--- config.mk ---
export PLATFORM = sky130hd
export DESIGN_NAME = ela_row_sched_flat
export DESIGN_NICKNAME = d
export VERILOG_FILES = /design/src/rtl/ela_row_sched_if.sv /design/src/rtl/ela_row_sched.sv /design/src/flat_wrapper.sv
export SDC_FILE = /design/constraint.sdc
export NUM_CORES = 1
export LEC_CHECK = 0
export ABC_AREA = 0
export BUFFER_PORTS_ARGS = -buffer_cell sky130_fd_sc_hd__buf_4
export CAP_MARGIN = 30
export CORE_MARGIN = 5
export CORE_UTILIZATION = 45
export CTS_CLUSTER_SIZE = 16
export DETAILED_ROUTE_END_ITERATION = 6
export GPL_TIMING_DRIVEN = 0
export PLACE_DENSITY = 0.69
export SLEW_MARGIN = 10
export SYNTH_ARGS = -nofsm -noshare
export SYNTH_HDL_FRONTEND = slang
export SYNTH_SLANG_ARGS = --single-unit
--- constraint.sdc ---
create_clock -name clk -period 3.05 [get_ports clk]
set_clock_uncertainty 0.15 [all_clocks]
set_input_delay 0.1525 -clock clk [delete_from_list [all_inputs] [get_ports clk]]
set_output_delay 0.1525 -clock clk [all_outputs]
set_load 0.01 [all_outputs]
--- src/rtl/ela_row_sched_if.sv ---
// Row scheduler bus bundle: host pixel fetch, ELA datapath line-buffer/request/result
// signals, result-memory write port and frame status.
// master = scheduler side, slave = host/datapath/memory side. stall_cnt exists only
// when ELA_STALL_CNT_EN is defined.
interface ela_row_sched_if #(
  parameter int IMG_W = 32,
  parameter int IMG_H = 31
);
  localparam int COL_W  = $clog2(IMG_W);
  localparam int ADDR_W = $clog2(IMG_W * IMG_H);

  logic              req;
  logic              in_valid;
  logic [7:0]        in_data;
  logic              dp_load;
  logic [7:0]        dp_pix;
  logic              dp_line_end;
  logic              dp_start;
  logic [COL_W-1:0]  dp_col;
  logic              dp_res_valid;
  logic [7:0]        dp_res;
  logic              wen;
  logic [ADDR_W-1:0] addr;
  logic [7:0]        data_wr;
  logic              done;
  logic              err;
`ifdef ELA_STALL_CNT_EN
  logic [15:0]       stall_cnt;
`endif

  modport master (
`ifdef ELA_STALL_CNT_EN
    output stall_cnt,
`endif
    output req, dp_load, dp_pix, dp_line_end, dp_start, dp_col,
    output wen, addr, data_wr, done, err,
    input  in_valid, in_data, dp_res_valid, dp_res
  );

  modport slave (
`ifdef ELA_STALL_CNT_EN
    input  stall_cnt,
`endif
    input  req, dp_load, dp_pix, dp_line_end, dp_start, dp_col,
    input  wen, addr, data_wr, done, err,
    output in_valid, in_data, dp_res_valid, dp_res
  );
endinterface

--- src/rtl/ela_row_sched.sv ---
// ELA deinterlacer row scheduler: loads even rows from the host into result memory and
// the datapath line buffers, then requests/writes back the interpolated odd row between
// each pair of loaded even rows, ending in a sticky done.
// Ports: clk, rst (async active-high), bus (ela_row_sched_if.master). All outputs are
// registered. Optional ELA_STALL_CNT_EN adds bus.stall_cnt (saturating stall counter).
module ela_row_sched #(
  parameter int IMG_W     = 32,
  parameter int IMG_H     = 31,
  parameter int MAX_OUTST = 4
) (
  input  logic                   clk,
  input  logic                   rst,
  ela_row_sched_if.master        bus
);
  localparam int COL_W  = $clog2(IMG_W);
  localparam int CNT_W  = COL_W + 1;
  localparam int ADDR_W = $clog2(IMG_W * IMG_H);
  localparam int ROW_W  = $clog2(IMG_H + 3);
  localparam logic [CNT_W-1:0] W_CNT       = CNT_W'(IMG_W);
  localparam logic [CNT_W-1:0] LAST_COL    = CNT_W'(IMG_W - 1);
  localparam logic [ROW_W-1:0] LAST_INTERP = ROW_W'(IMG_H - 2);
  localparam logic [3:0]       MAX_O       = 4'(MAX_OUTST);

  typedef enum logic [1:0] {IDLE, LOAD, INTERP, FIN} state_t;

  state_t            state_q, state_d;
  logic [ROW_W-1:0]  row_q, row_d;
  logic [CNT_W-1:0]  col_q, col_d, ic_q, ic_d, rc_q, rc_d;
  logic [3:0]        outst_q, outst_d;

  logic              req_d, dp_load_d, dp_line_end_d, dp_start_d, wen_d, done_d, err_d;
  logic [7:0]        dp_pix_d, data_wr_d;
  logic [COL_W-1:0]  dp_col_d;
  logic [ADDR_W-1:0] addr_d;

  logic accept, issue, res_ok, res_bad, row_done;

  function automatic logic [ADDR_W-1:0] mk_addr(input logic [ROW_W-1:0] r,
                                                input logic [CNT_W-1:0] c);
    return (ADDR_W'(r) << COL_W) | ADDR_W'(c[COL_W-1:0]);
  endfunction

  assign accept  = (state_q == LOAD) && bus.req && bus.in_valid;
  assign issue   = (state_q == INTERP) && (ic_q < W_CNT) && (outst_q < MAX_O);
  assign res_ok  = bus.dp_res_valid && (state_q == INTERP) && (outst_q != 4'd0);
  assign res_bad = bus.dp_res_valid && !res_ok;
  // A row finishes one cycle after its last pixel write is issued, so done
  // (and the next row's req) appear strictly after the final write.
  assign row_done = ((state_q == LOAD) && (col_q == W_CNT)) ||
                    ((state_q == INTERP) && (rc_q == W_CNT));

  // State register
  always_ff @(posedge clk or posedge rst) begin
    if (rst) begin
      state_q <= IDLE;
      row_q   <= '0;
    end else begin
      state_q <= state_d;
      row_q   <= row_d;
    end
  end

  // Next-state: LOAD 0, LOAD 2, INTERP 1, LOAD 4, INTERP 3, ... INTERP IMG_H-2, FIN
  always_comb begin
    state_d = state_q;
    row_d   = row_q;
    case (state_q)
      IDLE: begin
        state_d = LOAD;
        row_d   = '0;
      end
      LOAD: if (row_done) begin
        if (row_q == '0) begin
          row_d = ROW_W'(2);
        end else begin
          state_d = INTERP;
          row_d   = row_q - ROW_W'(1);
        end
      end
      INTERP: if (row_done) begin
        if (row_q == LAST_INTERP) begin
          state_d = FIN;
        end else begin
          state_d = LOAD;
          row_d   = row_q + ROW_W'(3);
        end
      end
      default: ;
    endcase
  end

  // Output/counter next values
  always_comb begin
    col_d         = col_q;
    ic_d          = ic_q;
    rc_d          = rc_q;
    outst_d       = outst_q;
    dp_load_d     = 1'b0;
    dp_line_end_d = 1'b0;
    dp_start_d    = 1'b0;
    wen_d         = 1'b0;
    dp_pix_d      = bus.dp_pix;
    dp_col_d      = bus.dp_col;
    addr_d        = bus.addr;
    data_wr_d     = bus.data_wr;
    if (row_done) begin
      col_d   = '0;
      ic_d    = '0;
      rc_d    = '0;
      outst_d = '0;
    end else begin
      if (accept) begin
        col_d         = col_q + CNT_W'(1);
        wen_d         = 1'b1;
        addr_d        = mk_addr(row_q, col_q);
        data_wr_d     = bus.in_data;
        dp_load_d     = 1'b1;
        dp_pix_d      = bus.in_data;
        dp_line_end_d = (col_q == LAST_COL);
      end
      if (issue) begin
        ic_d       = ic_q + CNT_W'(1);
        dp_start_d = 1'b1;
        dp_col_d   = ic_q[COL_W-1:0];
      end
      if (res_ok) begin
        rc_d      = rc_q + CNT_W'(1);
        wen_d     = 1'b1;
        addr_d    = mk_addr(row_q, rc_q);
        data_wr_d = bus.dp_res;
      end
      if (issue && !res_ok)      outst_d = outst_q + 4'd1;
      else if (!issue && res_ok) outst_d = outst_q - 4'd1;
    end
    // Computed from the next column so req drops on the edge accepting the last pixel
    req_d  = (state_d == LOAD) && (col_d < W_CNT);
    done_d = (state_d == FIN);
    err_d  = bus.err | res_bad;
  end

  always_ff @(posedge clk or posedge rst) begin
    if (rst) begin
      col_q           <= '0;
      ic_q            <= '0;
      rc_q            <= '0;
      outst_q         <= '0;
      bus.req         <= 1'b0;
      bus.dp_load     <= 1'b0;
      bus.dp_pix      <= '0;
      bus.dp_line_end <= 1'b0;
      bus.dp_start    <= 1'b0;
      bus.dp_col      <= '0;
      bus.wen         <= 1'b0;
      bus.addr        <= '0;
      bus.data_wr     <= '0;
      bus.done        <= 1'b0;
      bus.err         <= 1'b0;
    end else begin
      col_q           <= col_d;
      ic_q            <= ic_d;
      rc_q            <= rc_d;
      outst_q         <= outst_d;
      bus.req         <= req_d;
      bus.dp_load     <= dp_load_d;
      bus.dp_pix      <= dp_pix_d;
      bus.dp_line_end <= dp_line_end_d;
      bus.dp_start    <= dp_start_d;
      bus.dp_col      <= dp_col_d;
      bus.wen         <= wen_d;
      bus.addr        <= addr_d;
      bus.data_wr     <= data_wr_d;
      bus.done        <= done_d;
      bus.err         <= err_d;
    end
  end

`ifdef ELA_STALL_CNT_EN
  logic stall_inc;
  // Host starvation while requesting, or an issue held back by the outstanding limit
  assign stall_inc = (state_q != FIN) &&
                     ((bus.req && !bus.in_valid) ||
                      ((state_q == INTERP) && (ic_q < W_CNT) && (outst_q == MAX_O)));

  always_ff @(posedge clk or posedge rst) begin
    if (rst)                                 bus.stall_cnt <= '0;
    else if (stall_inc && (bus.stall_cnt != 16'hFFFF)) bus.stall_cnt <= bus.stall_cnt + 16'd1;
  end
`endif
endmodule

--- src/flat_wrapper.sv ---
// flat-port wrapper written by rule: the top's interface ports become plain ports
module ela_row_sched_flat 
#(
  parameter int IMG_W     = 32,
  parameter int IMG_H     = 31,
  parameter int MAX_OUTST = 4
)
  (clk, rst, bus_req, bus_dp_load, bus_dp_pix, bus_dp_line_end, bus_dp_start, bus_dp_col, bus_wen, bus_addr, bus_data_wr, bus_done, bus_err, bus_in_valid, bus_in_data, bus_dp_res_valid, bus_dp_res);
  ela_row_sched_if #(.IMG_W(IMG_W), .IMG_H(IMG_H)) bus_i ();
  input  logic clk;
  input  logic rst;
  output wire logic [$bits(bus_i.req)-1:0] bus_req;
  output wire logic [$bits(bus_i.dp_load)-1:0] bus_dp_load;
  output wire logic [$bits(bus_i.dp_pix)-1:0] bus_dp_pix;
  output wire logic [$bits(bus_i.dp_line_end)-1:0] bus_dp_line_end;
  output wire logic [$bits(bus_i.dp_start)-1:0] bus_dp_start;
  output wire logic [$bits(bus_i.dp_col)-1:0] bus_dp_col;
  output wire logic [$bits(bus_i.wen)-1:0] bus_wen;
  output wire logic [$bits(bus_i.addr)-1:0] bus_addr;
  output wire logic [$bits(bus_i.data_wr)-1:0] bus_data_wr;
  output wire logic [$bits(bus_i.done)-1:0] bus_done;
  output wire logic [$bits(bus_i.err)-1:0] bus_err;
  input wire logic [$bits(bus_i.in_valid)-1:0] bus_in_valid;
  input wire logic [$bits(bus_i.in_data)-1:0] bus_in_data;
  input wire logic [$bits(bus_i.dp_res_valid)-1:0] bus_dp_res_valid;
  input wire logic [$bits(bus_i.dp_res)-1:0] bus_dp_res;
  assign bus_req = bus_i.req;
  assign bus_dp_load = bus_i.dp_load;
  assign bus_dp_pix = bus_i.dp_pix;
  assign bus_dp_line_end = bus_i.dp_line_end;
  assign bus_dp_start = bus_i.dp_start;
  assign bus_dp_col = bus_i.dp_col;
  assign bus_wen = bus_i.wen;
  assign bus_addr = bus_i.addr;
  assign bus_data_wr = bus_i.data_wr;
  assign bus_done = bus_i.done;
  assign bus_err = bus_i.err;
  assign bus_i.in_valid = bus_in_valid;
  assign bus_i.in_data = bus_in_data;
  assign bus_i.dp_res_valid = bus_dp_res_valid;
  assign bus_i.dp_res = bus_dp_res;
  ela_row_sched #(.IMG_W(IMG_W), .IMG_H(IMG_H), .MAX_OUTST(MAX_OUTST)) u_core (.clk(clk), .rst(rst), .bus(bus_i));
endmodule
# [Word-level counts from Yosys, hierarchy flattened]
# Cells that the tools add are included.
# Widths: inputs -> output; s select.
[classes] add_sub_neg=7 magnitude_cmp=3 eq_ne=11 n_mux=31 bitwise=4 n_reduce_logical=27
[op_table] op="$mux 6" n=10
[op_table] op="$mux 10" n=2
[op_table] op="$or 10x5->10" n=2
[op_table] op="$add 6x1->6 const B" n=3
[op_table] op="$pmux 6 s3" n=1
[op_table] op="$mux 8" n=2
[op_table] op="$eq 6x5->1 const B" n=2
[op_table] op="$eq 6x6->1 const B" n=2
[op_table] op="$logic_and 1x1->1" n=12
[op_table] op="$lt 6x6->1 const B" n=2
[op_table] op="$mux 4" n=3
[op_table] op="$mux 1" n=8
[op_table] op="$mux 2" n=4
[op_table] op="$add 6x2->6 const B" n=1
[op_table] op="$logic_not 6->1" n=1
[op_table] op="$pmux 2 s3" n=1
[op_table] op="$reduce_and 2->1" n=3
[op_table] op="$reduce_bool 2->1" n=3
[op_table] op="$reduce_bool 3->1" n=2
[op_table] op="$sub 6x1->6 const B" n=1
[op_table] op="$add 4x1->4 const B" n=1
[op_table] op="$eq 2x1->1 const B" n=2
[op_table] op="$eq 2x2->1 const B" n=2
[op_table] op="$lt 4x3->1 const B" n=1
[op_table] op="other kinds (10)" n=12
[totals] register_bits=68 inputBits=20 out_inout_bits=38

# [Depth between registers and ports, before layout]
[depth] word_depth=8 mapped_depth=14

# [Worst setup path after synthesis]
# No wires, ideal clock.
[synth_timing] path_type="register to register" start="register u_core.state_q[0]" end="register u_core.outst_q[3]" arrival_ps=2882 t_required_ps=2822 path_slack_ps=-59 path_stages_with_launch=15 path_buffers=2 synth_period_minus_slack_ps=3109 path_cell_list="dfrtp_1 inv_1 ha_1 clkbuf_1 o311a_1 clkbuf_1 inv_1 ha_1 inv_1 ha_1 a21o_1 a21oi_1 xnor2_1 or3_1 a21oi_1"
[synth_between] elab_chain_len=7
[synth_lines] element="from (decl)" line_no="ela_row_sched.sv:26" rtl="state_t state_q, state_d;"
[synth_lines] element="from (signal assigned)" line_no="ela_row_sched.sv:58" rtl="state_q <= state_d;"
[synth_lines] element="$eq 2x2->1" line_no="ela_row_sched.sv:44, ela_row_sched.sv:45, ela_row_sched.sv:50"
[synth_lines] element="$logic_and 1x1->1 (2 in a row)" line_no="ela_row_sched.sv:45" rtl="assign res_ok = bus.dp_res_valid && (state_q == INTERP) && (outst_q != 4'd0);"
[synth_lines] element="$logic_not 1->1" line_no="ela_row_sched.sv:132" rtl="if (issue && !res_ok) outst_d = outst_q + 4'd1;"
[synth_lines] element="$logic_and 1x1->1" line_no="ela_row_sched.sv:132"
[synth_lines] element="$mux 4" line_no="ela_row_sched.sv:132"
[synth_lines] element="$mux 4" line_no="ela_row_sched.sv:106" rtl="if (row_done) begin"
[synth_lines] element="to (signal assigned)" line_no="ela_row_sched.sv:162" rtl="outst_q <= outst_d;"
[synth_lines] element="to (decl)" line_no="ela_row_sched.sv:29" rtl="logic [3:0] outst_q, outst_d;"
# Parallel ways exist; a longest one is shown, timed or not.
# A chain may end at the register's enable or synchronous reset.

# [Final worst setup path]
[layout_timing] start="register u_core.outst_q[2]" end="register u_core.outst_q[3]"
[layout_between] elab_chain_len=6
[layout_lines] element="branches (longest 6 deep; another with $sub 4x1->4)"
# Several ways; the timed one is not identified. The select of a mux whose other input is x is not followed.

==> impl_metrics.ini <==
[synth]
synth_top_family_by_area = simple AND/OR/NAND/NOR gates
synth.top_cell.area_share = 0.503
post_synthesis_register_bit_count = 68
synth_sequential_area_ratio = 0.503
synth-main-ff-cell = sky130_fd_sc_hd__dfrtp_1
synth_mux_area_frac = 0.0939
area_fraction_in_and_or_nand_and_nor_cells_after_synthesis = 0.138
postSynth.asyncResetShare = 1.00
synth_xor_area_frac = 0.0440
syn_nets = 357
syn-cell-area_mm2 = 0.00338
yosys.area_share.adder = 0.0577
synth-warning-count = 0
synthCells = 322
netlist.top_cell.by_area = sky130_fd_sc_hd__dfrtp_1
synth_compound_gate_area_share = 0.123
yosys.cell_types.count = 54
number_of_synthesized_flops_with_an_enable_pin = 0
syn_avg_cell_area_um2 = 10.5
dominant_cells_by_area_after_synthesis = sky130_fd_sc_hd__dfrtp_1 (50%), sky130_fd_sc_hd__ha_1 (5.2%), sky130_fd_sc_hd__mux2i_1 (4.7%), sky130_fd_sc_hd__nor2_1 (3.7%), sky130_fd_sc_hd__nand2_1 (3.4%)

[timing]
accumulated_negative_setup_slack_ps = 0
layout_worst_path_cycle_share = 0.942
report.final.slew_viol_count = 0
hold_viol = 0
final_period_minus_worst_setup_slack_ps = 2870
highest_clock_frequency_the_design_can_meet_mhz = 348
final_worst_slack_ps = 178
setup_viol = 0
worstMarginPinSlew_ps = 497
max_slew_headroom = 0.669
unrepaired_setup_endpoints_after_global_routing = no

[run]
max_cap_violations = 0

[grt]
global_route_wire_length_before_repair_um = 13000
antenna_found_initial = 0
grt_pass1_vias = 2694
grt_start_max_net_pins = 59
global_route.usage.total = 0.170
gr-total-overflow = 0

[routing]
detail_route.vias_per_cell = 5.11
number_of_detailed_routing_iterations_run_before_antenna_repair = 4
detailroute.via_count = 2638
route.detailed.drc = 0
routedWlPerCell_um = 15.1
route.final.wire_length_um = 7790
drt-initial-drc-count = 118
drt.antenna.violating_nets = 0

[floorplanning]
placement_rows = 31
core_mm2 = 0.00729
design.portCount = 58
floorplan.initialDensity = 0.464
die_area_mm2 = 0.00935
die_w_um = 96.7
die_height_um = 96.7

[critical_path]
worstPathMaxFanout = 6
worstPathArrival_ps = 2990
crit_path_cell_trace = or2_1, o311a_4, inv_4, ha_4, inv_1, ha_1, a21o_1, a21oi_1, xnor2_1, or3_1, a21oi_2
timing.critical_path.slowest_cell_delay_ps = 430
critPathSlowestCell = sky130_fd_sc_hd__o311a_4
critical_path.reg2reg.endpoint = u_core.outst_q[3]
worstSetupStartpointType = flip-flop
endpoint_kind = flip-flop
worst_setup_path_type = flip-flop to flip-flop
timing.reg2reg.worst_path_depth = 11
slack_of_the_worst_reg_to_reg_path_ps = 180
critPathRequiredTime_ps = 3170
regToRegStartpoint = u_core.outst_q[2]

[cells_and_area]
area_growth_pct = 31.9
final_common_cell = sky130_fd_sc_hd__dfrtp_1
layout_cells_sized_above_1 = 0.257
finalNetCount = 447
antenna_cells = 0
mostFrequentLayoutCells = sky130_fd_sc_hd__dfrtp_1 (68), sky130_fd_sc_hd__buf_4 (63), sky130_fd_sc_hd__nor2_1 (33)

[clocking]
clkTransAtPathRegs_ps = 80
clock_path_buffers = 2
cts_made_buffers = 9
ctsRootBufferMaster = sky130_fd_sc_hd__clkbuf_8
insertion_delay_ps = 340
cts_max_level = 3
cts_tree = built
clock_sink_count = 68

[power]
worst_ir_drop_vdd_uv = 409
leakage_uw = 0.00213
powerDensity_mw_per_mm2 = 806

[placed_design]
dp_hpwl_um = 5260
dpl_worst_slack_ps = -339
final_wtd_congestion = 0.854
placement.io_buffers = 57

[run_status]
run_status = finished, final reports clean

[worst_hold_path]
hold_class = primary input to asynchronous set/reset pin
==> metal layers <==
layer,up-vias,GRT usage,wire length [um]
met4,0,0.0680,157
met1,1280,0.205,3350
met5,-,0,0
met3,15,0.0547,310
met2,57,0.280,3970
li1,1286,-,-
==> kinds of logic after synthesis <==
logic type	Yosys count
buffers and inverters	35
adder cells (fa/ha/maj)	15
multiplexers	30
AO/OA/AOI/OAI	61
AND/OR/NAND/NOR	96
flip-flops	68
XOR/XNOR	17
==> stage by stage <==
step	hold slack [ps]	instance area [um^2]	total power, uW	std cells	utilization
finish	122	4460	3600	516	0.612
global route	138	4460	3840	516	0.612
CTS	107	4410	3630	511	0.604
detailed placement	-71.6	3970	2670	479	0.544
global placement	227	3940	2630	478	0.540
floorplan	119	3380	2150	322	-
==> report_power, final <==
| group | switching [uW] | internal (uW) | leakage [uW] |
|---|---|---|---|
| Sequential | 183 | 1170 | 0.000883 |
| Clock | 344 | 565 | 0.000122 |
| Combinational | 703 | 634 | 0.00113 |
==> worst max-delay path: cells and delay by family, from the launching register on <==
family | cells | cell delay, ps
xor+xnor | 1 | 100
simple gates | 2 | 630
compound gates | 4 | 910
fa+ha+maj | 2 | 450
flops | 1 | 400
buf+inv | 2 | 170
==> cell usage after synthesis, drive strengths merged (2+ instances only) <==
library cell / instances
o31ai: 3
o211ai: 3
and2: 2
nand2: 31
nor2b: 3
a21o: 3
mux2i: 16
a211oi: 2
ha: 14
xnor2: 5
nand4: 6
mux2: 14
inv: 21
nor2: 33
clkbuf: 10
a31oi: 4
and3: 4
dfrtp: 68
or2: 4
buf: 4
xor2: 12
o21ai: 28
nand2b: 2
a21oi: 9
==> flip-flops by register name, indices dropped and copies added, names as in the netlist <==
| signal | flops |
|---|---|
| u_core.ic_q | 6 |
| u_core.bus.done | 1 |
| u_core.bus.dp_col | 5 |
| u_core.row_q | 6 |
| u_core.bus.err | 1 |
| u_core.rc_q | 6 |
| u_core.state_q | 2 |
| u_core.bus.req | 1 |
| u_core.outst_q | 4 |
| u_core.bus.addr | 10 |
| u_core.bus.dp_pix | 8 |
| u_core.bus.data_wr | 8 |
| u_core.col_q | 6 |
| u_core.bus.dp_line_end | 1 |
| u_core.bus.wen | 1 |
| u_core.bus.dp_load | 1 |
| u_core.bus.dp_start | 1 |
==> worst max path at each step <==
stage / start / endpoint / cells after the start
after floorplan: u_core.state_q[0] / u_core.outst_q[3] / 14
after global placement: u_core.state_q[0] / u_core.outst_q[3] / 14
after detailed placement: u_core.state_q[0] / u_core.outst_q[3] / 14
after CTS: u_core.outst_q[2] / u_core.outst_q[3] / 11
after global routing: u_core.outst_q[2] / u_core.outst_q[3] / 11
final: u_core.outst_q[2] / u_core.outst_q[3] / 11
==> repair_timing <==
item                                   in CTS  in global routing
gates resized for setup                     5                  4
hold buffers                               18                  0
setup buffers                               0                  5
pin swaps                                   0                  1
setup endpoints to repair                   2                  1
endpoints found under the hold margin      85                  0
==> layout make-up <==
class                      count  area (um^2)
fill                         632         2830
sequential                    68         1700
multi-input combinational    219         1580
timing repair buffer          81          673
clock buffer                  10          138
tap                           99          124
clock inverter                 6          111
inverter                      21         83.8
buffer                        12         52.6
Power figures use the tool's default switching activity.
